`config.mk`:
```
export PLATFORM = sky130hd
export DESIGN_NAME = sram_ctrl
export DESIGN_NICKNAME = d
export VERILOG_FILES = /design/src/rtl/sram_pkg.sv /design/src/rtl/sram_ctrl.sv
export SDC_FILE = /design/constraint.sdc
export NUM_CORES = 1
export LEC_CHECK = 0
export BUFFER_PORTS_ARGS = -buffer_cell sky130_fd_sc_hd__buf_2
export CORE_MARGIN = 5
export CORE_UTILIZATION = 41
export CTS_CLUSTER_DIAMETER = 150
export DETAILED_ROUTE_END_ITERATION = 8
export PLACE_DENSITY_LB_ADDON = 0.2
export SYNTH_ARGS = -nofsm -noshare
export SYNTH_HDL_FRONTEND = slang
export SYNTH_SLANG_ARGS = --single-unit
export TNS_END_PERCENT = 100
```
`constraint.sdc`:
```
create_clock -name clk -period 2.85 [get_ports clk]
set_input_delay 0.285 -clock clk [delete_from_list [all_inputs] [get_ports clk]]
set_output_delay 0.285 -clock clk [all_outputs]
set_load 0.01 [all_outputs]
```
`src/rtl/sram_pkg.sv`:
```
// sram_pkg: shared FSM state encoding and parameter defaults for the SRAM controller
package sram_pkg;
    localparam int def_adr_width   = 18;
    localparam int def_dat_width   = 16;
    localparam int def_wait_states = 2;
    typedef enum logic [2:0] {IDLE, RD, WR, WREC, DONE} state_t;
endpackage

```
`src/rtl/sram_ctrl.sv`:
```
// sram_ctrl: single-request host bus to asynchronous SRAM controller with programmable strobe wait states
// ports: clk/reset; host stb, we, adr, sel, dat_w -> dat_r, ack;
//        SRAM sram_adr, sram_dat_o/sram_dat_i/sram_dat_oe (split tristate), sram_cs_n, sram_oe_n, sram_we_n, sram_be_n
module sram_ctrl
    import sram_pkg::*;
#(
    parameter int adr_width   = def_adr_width,
    parameter int dat_width   = def_dat_width,
    parameter int wait_states = def_wait_states
) (
    input  logic                   clk,
    input  logic                   reset,
    input  logic                   stb,
    input  logic                   we,
    input  logic [adr_width-1:0]   adr,
    input  logic [dat_width/8-1:0] sel,
    input  logic [dat_width-1:0]   dat_w,
    output logic [dat_width-1:0]   dat_r,
    output logic                   ack,
    output logic [adr_width-1:0]   sram_adr,
    output logic [dat_width-1:0]   sram_dat_o,
    input  logic [dat_width-1:0]   sram_dat_i,
    output logic                   sram_dat_oe,
    output logic                   sram_cs_n,
    output logic                   sram_oe_n,
    output logic                   sram_we_n,
    output logic [dat_width/8-1:0] sram_be_n
);
    state_t     state;
    logic [3:0] cnt;
    always_ff @(posedge clk or posedge reset) begin
        if (reset) begin
            state       <= IDLE;
            cnt         <= '0;
            ack         <= 1'b0;
            dat_r       <= '0;
            sram_adr    <= '0;
            sram_dat_o  <= '0;
            sram_dat_oe <= 1'b0;
            sram_cs_n   <= 1'b1;
            sram_oe_n   <= 1'b1;
            sram_we_n   <= 1'b1;
            sram_be_n   <= '1;
        end else begin
            case (state)
                IDLE: if (stb) begin
                    sram_adr    <= adr;
                    sram_dat_o  <= dat_w;
                    sram_be_n   <= ~sel;
                    sram_cs_n   <= 1'b0;
                    sram_oe_n   <= we;
                    sram_we_n   <= ~we;
                    sram_dat_oe <= we;
                    cnt         <= 4'(wait_states);
                    state       <= we ? WR : RD;
                end
                RD: if (cnt == 0) begin
                    dat_r     <= sram_dat_i;
                    sram_cs_n <= 1'b1;
                    sram_oe_n <= 1'b1;
                    sram_be_n <= '1;
                    ack       <= 1'b1;
                    state     <= DONE;
                end else begin
                    cnt <= cnt - 4'd1;
                end
                WR: if (cnt == 0) begin
                    sram_we_n <= 1'b1;
                    state     <= WREC;
                end else begin
                    cnt <= cnt - 4'd1;
                end
                // write-recovery cycle: we_n already high, address/data still driven for hold time
                WREC: begin
                    sram_cs_n   <= 1'b1;
                    sram_dat_oe <= 1'b0;
                    sram_be_n   <= '1;
                    ack         <= 1'b1;
                    state       <= DONE;
                end
                DONE: begin
                    ack   <= 1'b0;
                    state <= IDLE;
                end
                default: state <= IDLE;
            endcase
        end
    end
endmodule

```
==> tab_implementation.tex <==
\begin{tabular}{lr}
\hline
Metric & Value \\
\hline
\multicolumn{2}{l}{\textbf{Route}} \\
Routed WL per cell & 13.6 µm \\
DRC viols & 0 \\
1st-iter DRT viols & between 70 and 80 \\
Detail-routed via count per cell & 4.74 \\
Total vias in the final route & 2,084 \\
Detailed-routing iteration count for the pre-antenna-repair pass & 4 \\
Detailed Route WL & around 6000 µm \\
Post-detailed-route count of antenna-violating nets & 0 \\
\multicolumn{2}{l}{\textbf{Yosys}} \\
Warning count from the yosys run & 0 \\
Number of enable-type register cells in the synthesized netlist & 0 \\
Synthesized area & $\sim$0.0026 mm² \\
Ys flop type & sky130\_fd\_sc\_hd\_\_dfrtp\_1 \\
Flip-flop and latch count after synthesis & 64 \\
Synthesized netlist net count & 304 \\
Proportion of synthesized flip-flops having asynchronous set or reset & between 90\% and 100\% \\
Distinct cell type count after synthesis & 40 \\
Fraction of the yosys area taken by sequential cells & just over 60\% \\
Cell count after synthesis & 247 \\
Synthesized area per cell & 10.7 µm² \\
\multicolumn{2}{l}{\textbf{Finish}} \\
Cell Count, Final, Fillers Out & 440 \\
Antenna diodes & 0 \\
Layout-stage area growth over the synthesis result & 30.6\% \\
Nets & 416 \\
Share of final-layout standard cells stronger than drive strength 1 & 42.4\% \\
\multicolumn{2}{l}{\textbf{GRT}} \\
Overflow left after global routing & 0 \\
Global Route met3 Usage & 3.59\% \\
Met1 Track Usage GR & 18.5\% \\
Met2 track demand over resource & 25.3\% \\
Global-route wire length before repair & 10,100 µm \\
Highest-utilization routing layer at the global route stage & met2 \\
Vias in the first global route & 2,144 \\
Total Routing Usage GR & $\sim$15\% \\
Largest net degree at the start of global routing & 42 \\
Antenna violations before repair & 0 \\
\multicolumn{2}{l}{\textbf{Floorplan}} \\
Die Outline Area & about 0.0081 mm² \\
Boundary pin count & 113 \\
Horizontal die dimension & 90.1 µm \\
Die outline height & $\sim$90 µm \\
CORE AREA & roughly 0.0063 mm² \\
Std cell rows & 29 \\
Initial Utilization & about two fifths \\
\multicolumn{2}{l}{\textbf{Outcome}} \\
Result of the run & finished, final reports clean \\
\multicolumn{2}{l}{\textbf{Setup path}} \\
Kind of start point of the critical path & register \\
Crit path max fanout & 18 \\
Capturing element type of the critical path & register \\
CP required & 3.06 ns \\
Arr. time, crit path & 2.55 ns \\
Class of the most critical setup path & register to register \\
\multicolumn{2}{l}{\textbf{Power and ir drop}} \\
Switching power share of the total & 36.8\% \\
Leakage dissipation & 1.89 nW \\
Peak VDD IR & 0.592 mV \\
Share of power burned in registers & 41.1\% \\
Switching component of the power & 1.50 mW \\
Clk network pwr share & 18.2\% \\
Internal & 2.57 mW \\
Power density of the placed cells & 1180 mW/mm² \\
Part of the power in combinational logic & between 40 and 50\% \\
\multicolumn{2}{l}{\textbf{Timing}} \\
Worst hold-check slack & 0.0817 ns \\
Final setup fails & 0 \\
Maximum clock rate & 427 MHz \\
Ratio of final minimum period to clock period & 82.1\% \\
Max\_slew headroom & 40.5\% \\
Final period demand of the worst path & 2.34 ns \\
Number of failing hold endpoints at the final stage & 0 \\
Setup skew after layout & 0.00753 ns \\
Actual slew at the worst max-slew pin & 0.892 ns \\
Total Negative Setup Slacks & 0 ns \\
Unrepaired setup endpoints after global routing & no \\
Final-report max-slew violation count & 0 \\
\multicolumn{2}{l}{\textbf{Min path}} \\
Path class of the lowest-slack min-delay path & input port to asynchronous set/reset pin \\
\multicolumn{2}{l}{\textbf{Placed design}} \\
Number of instances in the placed design & 425 \\
Detailed-placement wirelength estimate & 4240 µm \\
Final Wtd Congestion & between 0.7 and 0.8 \\
Input/output buffers & $\sim$110 \\
\multicolumn{2}{l}{\textbf{Run}} \\
Maximum Capacitance Violations & 0 \\
\multicolumn{2}{l}{\textbf{CTS}} \\
H-tree depth & 3 \\
Later-pin clock latency in the skew report & 0.32 ns \\
Inserted Clock Buffers & 9 \\
Number of clock sinks seen by CTS & 64 \\
TritonCTS clock tree & yes \\
Max Buffers Root-to-Sink & 2 \\
Setup bufs post-CTS & 0 \\
Post-cts hold buffer count & 0 \\
Post-CTS Resized & 0 \\
Clk pin slew, worst setup/hold paths & approximately 0.07 ns \\
Clock Tree Root & sky130\_fd\_sc\_hd\_\_clkbuf\_8 \\
\hline
\end{tabular}
metrics by stage:
stage | power, mW | instance area (µm²) | util (%) | worst slack, ns
floorplan | 2.76 | 2630 | - | 0.812
finish | 4.07 | 3440 | 54.4 | 0.510
detailed placement | 3.38 | 3250 | 51.5 | 0.483
CTS | 4.14 | 3440 | 54.4 | 0.484
global route | 4.39 | 3440 | 54.4 | 0.372
global placement | 3.34 | 3250 | 51.5 | 0.534
final cells by class:
| type | instances | area (µm²) |
|---|---|---|
| Clock inverter | 4 | 45.0 |
| Tap cell | 77 | 96.3 |
| Sequential cell | 64 | 1610 |
| Fill cell | 591 | 2880 |
| Clock buffer | 11 | 141 |
| Timing Repair Buffer | 114 | 588 |
| Multi-Input combinational cell | 164 | 935 |
| Inverter | 6 | 22.5 |
flip-flops by register name (all words and copies together) (netlist names):
name	count
dat_r	16
sram_cs_n	1
ack	1
sram_we_n	1
sram_dat_oe	1
sram_dat_o	16
sram_adr	18
sram_be_n	2
cnt	4
state	3
sram_oe_n	1
worst max-delay path, stage by stage, from the launching register on:
cell and delay, ns:
sky130_fd_sc_hd__dfrtp_1 0.40, sky130_fd_sc_hd__inv_1 0.08, sky130_fd_sc_hd__ha_1 0.19, sky130_fd_sc_hd__or3b_1 0.39, sky130_fd_sc_hd__or3_1 0.74, sky130_fd_sc_hd__mux2_4 0.43
synthesized netlist by cell type (all sizes together) (2+ instances only):
cell,count,share of area (%)
a22oi,3,0.86
nor2,8,1.1
a21oi,2,0.38
inv,6,0.86
dfrtp,59,56
nor3,3,0.57
o2bb2ai,2,0.67
buf,4,1.6
mux2,16,8.0
clkbuf,9,1.3
dfstp,5,5.0
o211ai,2,0.57
or3,2,0.48
a21boi,2,0.57
nand2,102,15
layer usage:
layer,share of wire (%),wire length (µm)
met3,4.5,267
met1,43,2600
met5,0,0
met2,51,3040
met4,1.1,68
final timing paths:
check                      slack (ns)  cells after the start        start      endpoint
min                              0.08                      2        reset      dat_r[6]
min in group clk                 0.12                      2       sel[1]  sram_be_n[1]
max reg2reg                      0.51                      5       cnt[0]      dat_r[0]
min reg2reg                      0.47                      2  sram_adr[3]   sram_adr[3]
max in group asynchronous        2.07                      3        reset  sram_be_n[0]
max                              0.51                      5       cnt[0]      dat_r[0]
layout by cell type (no fill, tap or decap), types with 2 or more instances in the layout:
cell type,instances
sky130_fd_sc_hd__dfrtp_1,59
sky130_fd_sc_hd__dfstp_2,5
sky130_fd_sc_hd__or3_1,2
sky130_fd_sc_hd__mux2_2,8
sky130_fd_sc_hd__a22oi_1,3
sky130_fd_sc_hd__nor2_1,8
sky130_fd_sc_hd__nand2_1,102
sky130_fd_sc_hd__inv_1,5
sky130_fd_sc_hd__clkinv_2,3
sky130_fd_sc_hd__o2bb2ai_1,2
sky130_fd_sc_hd__a21boi_0,2
sky130_fd_sc_hd__mux2_4,8
sky130_fd_sc_hd__clkbuf_8,10
sky130_fd_sc_hd__a21oi_1,2
sky130_fd_sc_hd__nor3_1,3
sky130_fd_sc_hd__buf_2,112
sky130_fd_sc_hd__o211ai_1,2
cell families (layout without fill, tap and decap cells):
| logic type | after synthesis | in the layout | synth area share [%] |
|---|---|---|---|
| compound gates | 21 | 21 | 6.28 |
| simple gates | 124 | 124 | 19.7 |
| fa+ha+maj | 1 | 1 | 0.475 |
| xor+xnor | 1 | 1 | 0.333 |
| buf+inv | 19 | 135 | 3.71 |
| flops | 64 | 64 | 61.1 |
| mux | 17 | 17 | 8.37 |
power by group through the flow:
stage          sequential [mW]  combinational, mW  clock (mW)
3_5_place_dp              1.68               1.70           0
6_report                  1.67               1.65       0.741
5_1_grt                   1.74               1.85       0.808
3_3_place_gp              1.68               1.66           0
4_1_cts                   1.68               1.69       0.769
2_1_floorplan             1.80              0.956           0
Power figures use the tool's default switching activity.
